==> src/rtl/softmax_pkg.sv <==
`default_nettype none
// +-------------------------------------------------------------------------+
// | Module      : softmax_pkg                                               |
// | Description : Shared FP32 constants and sequencer state encodings.      |
// | Revision    : 1.0 - initial release                                     |
// +-------------------------------------------------------------------------+
package softmax_pkg;

    localparam int FP_WIDTH = 32;

    typedef logic [FP_WIDTH-1:0] fp32_t;

    localparam fp32_t FP_ZERO = 32'h0000_0000;
    localparam fp32_t FP_ONE  = 32'h3F80_0000;

    localparam int STATE_W = 4;

    localparam logic [STATE_W-1:0] ST_IDLE      = 4'd0;
    localparam logic [STATE_W-1:0] ST_LOAD      = 4'd1;
    localparam logic [STATE_W-1:0] ST_EXP_ISSUE = 4'd2;
    localparam logic [STATE_W-1:0] ST_EXP_WAIT  = 4'd3;
    localparam logic [STATE_W-1:0] ST_ACC_ISSUE = 4'd4;
    localparam logic [STATE_W-1:0] ST_ACC_WAIT  = 4'd5;
    localparam logic [STATE_W-1:0] ST_DIV_ISSUE = 4'd6;
    localparam logic [STATE_W-1:0] ST_DIV_WAIT  = 4'd7;
    localparam logic [STATE_W-1:0] ST_DONE      = 4'd8;
    localparam logic [STATE_W-1:0] ST_ERROR     = 4'd9;

endpackage
`default_nettype wire

==> src/rtl/softmax_watchdog.sv <==
`default_nettype none
// +-------------------------------------------------------------------------+
// | Module      : softmax_watchdog                                          |
// | Description : Cycle counter flagging a unit that never answers.         |
// | Revision    : 1.0 - initial release                                     |
// +-------------------------------------------------------------------------+
module softmax_watchdog #(
    parameter int TIMEOUT = 64
) (
    input  logic clock_i,
    input  logic reset_n_i,
    input  logic clear_i,
    input  logic enable_i,
    output logic expired_o
);

    localparam int             CW    = $clog2(TIMEOUT + 1);
    localparam logic [CW-1:0]  LIMIT = CW'(TIMEOUT - 1);

    logic [CW-1:0] count_q;
    logic [CW-1:0] count_d;

    // The issue cycle counts as cycle 0, so expiry lands TIMEOUT-1 cycles after the start pulse.
    always_comb begin
        count_d = count_q;
        if (clear_i) begin
            count_d = '0;
        end else if (enable_i && (count_q != LIMIT)) begin
            count_d = count_q + 1'b1;
        end
    end

    always_ff @(posedge clock_i or negedge reset_n_i) begin
        if (!reset_n_i) begin
            count_q <= '0;
        end else begin
            count_q <= count_d;
        end
    end

    assign expired_o = enable_i && (count_q == LIMIT);

endmodule
`default_nettype wire

==> src/rtl/softmax_sequencer.sv <==
`default_nettype none
// +-------------------------------------------------------------------------+
// | Module      : softmax_sequencer                                         |
// | Description : Schedules exp, accumulate and divide for one FP32 vector. |
// | Revision    : 1.0 - initial release                                     |
// +-------------------------------------------------------------------------+
module softmax_sequencer
    import softmax_pkg::*;
#(
    parameter int DATA_SIZE = FP_WIDTH,
    parameter int N_DATA    = 10,
    parameter int TIMEOUT   = 64
) (
    input  logic                 clock_i,
    input  logic                 reset_n_i,
    input  logic                 start_i,
    input  logic [DATA_SIZE-1:0] data_i,
    input  logic                 data_valid_i,
    output logic                 data_ready_o,
    output logic [DATA_SIZE-1:0] exp_data_o,
    output logic                 exp_start_o,
    input  logic [DATA_SIZE-1:0] exp_result_i,
    input  logic                 exp_valid_i,
    output logic [DATA_SIZE-1:0] add_a_o,
    output logic [DATA_SIZE-1:0] add_b_o,
    output logic                 add_start_o,
    input  logic [DATA_SIZE-1:0] add_result_i,
    input  logic                 add_valid_i,
    output logic [DATA_SIZE-1:0] div_num_o,
    output logic [DATA_SIZE-1:0] div_den_o,
    output logic                 div_start_o,
    input  logic [DATA_SIZE-1:0] div_result_i,
    input  logic                 div_valid_i,
    output logic [DATA_SIZE-1:0] out_data_o,
    output logic [7:0]           out_index_o,
    output logic                 out_valid_o,
    output logic                 busy_o,
    output logic                 done_o,
    output logic                 error_o
);

    localparam int              IW       = (N_DATA > 1) ? $clog2(N_DATA) : 1;
    localparam logic [IW-1:0]   LAST_IDX = IW'(N_DATA - 1);

    logic [STATE_W-1:0]   state_q,     state_d;
    logic [IW-1:0]        idx_q,       idx_d;
    logic [DATA_SIZE-1:0] sum_q,       sum_d;
    logic [DATA_SIZE-1:0] vec_q [N_DATA];
    logic [DATA_SIZE-1:0] vec_d [N_DATA];
    logic [DATA_SIZE-1:0] exp_data_q,  exp_data_d;
    logic [DATA_SIZE-1:0] add_a_q,     add_a_d;
    logic [DATA_SIZE-1:0] add_b_q,     add_b_d;
    logic [DATA_SIZE-1:0] div_num_q,   div_num_d;
    logic [DATA_SIZE-1:0] div_den_q,   div_den_d;
    logic [DATA_SIZE-1:0] out_data_q,  out_data_d;
    logic [7:0]           out_index_q, out_index_d;
    logic                 out_valid_q, out_valid_d;

    logic wd_clear;
    logic wd_enable;
    logic wd_expired;

    always_comb begin
        state_d     = state_q;
        idx_d       = idx_q;
        sum_d       = sum_q;
        vec_d       = vec_q;
        out_valid_d = 1'b0;
        out_data_d  = out_data_q;
        out_index_d = out_index_q;

        case (state_q)
            ST_IDLE, ST_ERROR: begin
                if (start_i) begin
                    state_d = ST_LOAD;
                    idx_d   = '0;
                    sum_d   = FP_ZERO;
                end
            end
            ST_LOAD: begin
                if (data_valid_i) begin
                    vec_d[idx_q] = data_i;
                    if (idx_q == LAST_IDX) begin
                        idx_d   = '0;
                        state_d = ST_EXP_ISSUE;
                    end else begin
                        idx_d = idx_q + 1'b1;
                    end
                end
            end
            ST_EXP_ISSUE: state_d = ST_EXP_WAIT;
            ST_EXP_WAIT: begin
                if (exp_valid_i) begin
                    vec_d[idx_q] = exp_result_i;
                    state_d      = ST_ACC_ISSUE;
                end else if (wd_expired) begin
                    state_d = ST_ERROR;
                end
            end
            ST_ACC_ISSUE: state_d = ST_ACC_WAIT;
            ST_ACC_WAIT: begin
                if (add_valid_i) begin
                    sum_d = add_result_i;
                    if (idx_q == LAST_IDX) begin
                        idx_d   = '0;
                        state_d = ST_DIV_ISSUE;
                    end else begin
                        idx_d   = idx_q + 1'b1;
                        state_d = ST_EXP_ISSUE;
                    end
                end else if (wd_expired) begin
                    state_d = ST_ERROR;
                end
            end
            ST_DIV_ISSUE: state_d = ST_DIV_WAIT;
            ST_DIV_WAIT: begin
                if (div_valid_i) begin
                    out_valid_d = 1'b1;
                    out_data_d  = div_result_i;
                    out_index_d = 8'(idx_q);
                    if (idx_q == LAST_IDX) begin
                        state_d = ST_DONE;
                    end else begin
                        idx_d   = idx_q + 1'b1;
                        state_d = ST_DIV_ISSUE;
                    end
                end else if (wd_expired) begin
                    state_d = ST_ERROR;
                end
            end
            ST_DONE: state_d = ST_IDLE;
            default: state_d = ST_IDLE;
        endcase
    end

    // Operands are captured from next-state values on entry to an issue state,
    // so they already reflect the word or sum written in the same cycle.
    always_comb begin
        exp_data_d = exp_data_q;
        add_a_d    = add_a_q;
        add_b_d    = add_b_q;
        div_num_d  = div_num_q;
        div_den_d  = div_den_q;
        if (state_d == ST_EXP_ISSUE) begin
            exp_data_d = vec_d[idx_d];
        end
        if (state_d == ST_ACC_ISSUE) begin
            add_a_d = sum_d;
            add_b_d = vec_d[idx_d];
        end
        if (state_d == ST_DIV_ISSUE) begin
            div_num_d = vec_d[idx_d];
            div_den_d = sum_d;
        end
    end

    assign wd_clear  = (state_d == ST_EXP_ISSUE) || (state_d == ST_ACC_ISSUE) ||
                       (state_d == ST_DIV_ISSUE) ||
                       ((state_d == ST_LOAD) && (state_q != ST_LOAD));
    assign wd_enable = (state_q == ST_EXP_ISSUE) || (state_q == ST_EXP_WAIT) ||
                       (state_q == ST_ACC_ISSUE) || (state_q == ST_ACC_WAIT) ||
                       (state_q == ST_DIV_ISSUE) || (state_q == ST_DIV_WAIT);

    softmax_watchdog #(
        .TIMEOUT (TIMEOUT)
    ) u_watchdog (
        .clock_i   (clock_i),
        .reset_n_i (reset_n_i),
        .clear_i   (wd_clear),
        .enable_i  (wd_enable),
        .expired_o (wd_expired)
    );

    always_ff @(posedge clock_i or negedge reset_n_i) begin
        if (!reset_n_i) begin
            state_q     <= ST_IDLE;
            idx_q       <= '0;
            sum_q       <= '0;
            exp_data_q  <= '0;
            add_a_q     <= '0;
            add_b_q     <= '0;
            div_num_q   <= '0;
            div_den_q   <= '0;
            out_data_q  <= '0;
            out_index_q <= '0;
            out_valid_q <= 1'b0;
            for (int i = 0; i < N_DATA; i++) begin
                vec_q[i] <= '0;
            end
        end else begin
            state_q     <= state_d;
            idx_q       <= idx_d;
            sum_q       <= sum_d;
            vec_q       <= vec_d;
            exp_data_q  <= exp_data_d;
            add_a_q     <= add_a_d;
            add_b_q     <= add_b_d;
            div_num_q   <= div_num_d;
            div_den_q   <= div_den_d;
            out_data_q  <= out_data_d;
            out_index_q <= out_index_d;
            out_valid_q <= out_valid_d;
        end
    end

    assign data_ready_o = (state_q == ST_LOAD);
    assign exp_start_o  = (state_q == ST_EXP_ISSUE);
    assign add_start_o  = (state_q == ST_ACC_ISSUE);
    assign div_start_o  = (state_q == ST_DIV_ISSUE);
    assign busy_o       = (state_q != ST_IDLE) && (state_q != ST_DONE) && (state_q != ST_ERROR);
    assign done_o       = (state_q == ST_DONE);
    assign error_o      = (state_q == ST_ERROR);
    assign exp_data_o   = exp_data_q;
    assign add_a_o      = add_a_q;
    assign add_b_o      = add_b_q;
    assign div_num_o    = div_num_q;
    assign div_den_o    = div_den_q;
    assign out_data_o   = out_data_q;
    assign out_index_o  = out_index_q;
    assign out_valid_o  = out_valid_q;

endmodule
`default_nettype wire

==> config.mk <==
export PLATFORM = sky130hd
export DESIGN_NAME = softmax_sequencer
export DESIGN_NICKNAME = d
export VERILOG_FILES = /design/src/rtl/softmax_pkg.sv /design/src/rtl/softmax_watchdog.sv /design/src/rtl/softmax_sequencer.sv
export SDC_FILE = /design/constraint.sdc
export NUM_CORES = 1
export LEC_CHECK = 0
export ABC_AREA = 1
export CORE_AREA = 2 2 249 300
export CTS_BUF_LIST = sky130_fd_sc_hd__clkbuf_16
export DETAILED_ROUTE_END_ITERATION = 8
export DIE_AREA = 0 0 251 302
export GPL_TIMING_DRIVEN = 1
export PLACE_DENSITY_LB_ADDON = 0.05
export RECOVER_POWER = 50
export SYNTH_ARGS = -nofsm -noshare
export SYNTH_HDL_FRONTEND = slang
export SYNTH_SLANG_ARGS = --single-unit
export TNS_END_PERCENT = 30
==> constraint.sdc <==
create_clock -name clock_i -period 5.82 [get_ports clock_i]
set_input_delay 1.164 -clock clock_i [delete_from_list [all_inputs] [get_ports clock_i]]
set_output_delay 1.164 -clock clock_i [all_outputs]
set_load 0.01 [all_outputs]
==> run summary <==
mapped cell area = 32600 um^2
vias in the first global route = 29800
Pwr Density = 624 nW/um^2
Syn-to-layout area delta = 17.3%
fmax = 214 MHz
sequential area share after synthesis = 43.3%
Die H = 302 um
Slew HR = -113%
Final Cell Area = 38300 um^2
Max Slew Vio Count = 377
Initial DRC Count = 3425
Total Nets Final = 5181
crit path time final = 4660 ps
Distinct cells, synth = 35
Worst Hold Depth = 2
WS Path Type = flip-flop to output port
WL/cell = 19.7 um
leakage = 20.7 nW
CTS resizes = 0
worst hold slack = 472 ps
HPWL Detailed = 75500 um
final hold vios = 0
gpl congestion = 0.923
gr usage total = 30.9%
Core Util, Final = 52.3%
Mapped Avg Cell Area = 6.66 um^2
Worst EP arrival = 3500 ps
R2R cell count = 16
max cap viols = 6
initial antenna violation count = 8
vias = 32200
Critical Path Fanout Max = 60
I/O Buffers = 338
Initial Util = 44.6%
Startpoint Class = flip-flop
row count = 109
Inst Count DP = 5915
DRC Markers = 0
CTS HTree Levels = 3
Layout Skew = 18.8 ps
Final Cycle Share = 80.1%
Ports = 343
Final TNS setup = 0 ps
die width = 251 um
placed cell area = 36300 um^2
global-route wire length before repair = 184000 um
register bit total from synthesis = 564
TritonCTS clock tree = yes
Post-synth EDFFs = 0
Routed Antenna Nets = 0
Clock Path Buffers = 3
Mapped Cells = 4895
die area = 75800 um^2
pin count of the biggest net entering global routing = 211
Post-CTS Setup Bufs = 0
post-route insts no fill = 6032
Hold Crit Class = flip-flop to flip-flop
worst slew pin tran = 3190 ps
synth warn = 0
Main synth FF type = dfrtp_1
Root Driver = clkbuf_16
TritonCTS buffer count = 66
failing checks = capacitance limit, slew limit
Post-CTS Hold Fix Bufs = 0
router iterations before antenna repair = 6
routed wire length = 119000 um
global route overflow = 0
vias per cell = 5.34
fraction of final layout cells sized beyond drive strength 1 = 3.97%
data required time of the worst path = 4660 ps
FFs w/ async S/R, synth = 100%
critical path endpoint category = output port
worst vdd ir = 0.466 mV
Num Clock Sinks = 564
Worst-path clk slew = 60 ps
clk_lat worst skew = 620 ps
Core Box Area = 73100 um^2
RSZ-0062 raised after global routing = no
Setup-failing EPs final = 0
run status = complete, but fails checks
-- state kept, by name (all words and copies together), names as in the netlist --
signal and count:
add_a_o 32, vec_q 320, div_num_o 32, div_den_o 32, exp_data_o 32, add_b_o 32
state_q 4, out_valid_o 1, u_watchdog.count_q 7, idx_q 4, out_data_o 32, sum_q 32
out_index_o 4
-- placed cells by master, fill, tap and decap left out, drive strengths merged, types with 6 or more instances in the layout --
master	n
dfrtp	564
clkbuf	73
ha	6
clkdlybuf4s50	328
nand4	228
dlygate4sd3	7
a21oi	6
nand3	671
o21ai	112
buf	61
nor3	7
nand2	1805
nor2	534
inv	599
clkinv	26
a22oi	32
-- layer usage --
layer  part of all wire, %  vias up  track usage [%]
met5                 0.066        -                0
met4                   2.0       12             8.21
met3                   9.5      138             7.58
met2                    44     1362             45.8
met1                    45    15100             45.2
li1                      -    15600                -
-- through the flow --
step                power (W)  setup WS (ps)
finish                 0.0239           1160
global route           0.0257            923
CTS                    0.0238           1630
detailed placement     0.0196           1220
global placement       0.0196           1210
floorplan              0.0147           3030
-- Yosys cell counts, types with 6 or more instances --
| cell type | number | area, um^2 |
|---|---|---|
| buf_4 | 43 | 323 |
| nor3_1 | 7 | 35.0 |
| nor2_1 | 523 | 1960 |
| ha_1 | 6 | 75.1 |
| clkbuf_1 | 147 | 552 |
| buf_2 | 111 | 556 |
| buf_1 | 24 | 90.1 |
| nor2_2 | 7 | 43.8 |
| a22oi_1 | 32 | 240 |
| nand2_1 | 1798 | 6750 |
| o21ai_1 | 6 | 30.0 |
| nand2_2 | 6 | 37.5 |
| nand3_1 | 667 | 3340 |
| inv_2 | 14 | 52.6 |
| dfrtp_1 | 564 | 14100 |
| inv_1 | 568 | 2130 |
| o21ai_0 | 106 | 531 |
| nand4_1 | 228 | 1430 |
-- worst max-delay path, stage by stage (launching register included) --
cell and delay, ps:
dfrtp_1 560, inv_1 120, nor2_1 410, nand2_1 390, inv_4 680, clkdlybuf4s50_1 710
-- final timing paths --
check	startpoint	endpoint	slack, ps
setup / recovery	state_q[0]	data_ready_o	1160
hold / removal	out_data_o[20]	out_data_o[20]	470
setup reg to reg	state_q[0]	add_b_o[15]	1330
hold reg to reg	out_data_o[20]	out_data_o[20]	470
max in group asynchronous	reset_n_i	add_a_o[3]	1710
min in group asynchronous	reset_n_i	vec_q[259]	500
-- power breakdown --
group / internal (W) / switching, W
clock network: 0.00232 / 0.00178
logic: 0.00425 / 0.00927
registers: 0.00550 / 0.000755
-- cell families after synthesis --
family,after synthesis,share of synthesized area [%]
simple gates,3251,42.1
compound gates,157,2.71
flops,564,43.3
xor+xnor,5,0.134
other cells,1,0.0115
mux,1,0.0307
buf+inv,910,11.5
fa+ha+maj,6,0.230
-- area by class of cell --
class                      instances  area (um^2)
fill                            7383        34800
antenna                            2         5.00
inverter                         582         2190
clock inverter                    48          364
timing repair buffer             402         3910
tap                              943         1180
clock buffer                      67         1680
multi-input combinational       3424        14800
sequential                       564        14100
Note: power is estimated with default switching activity, not from simulation.
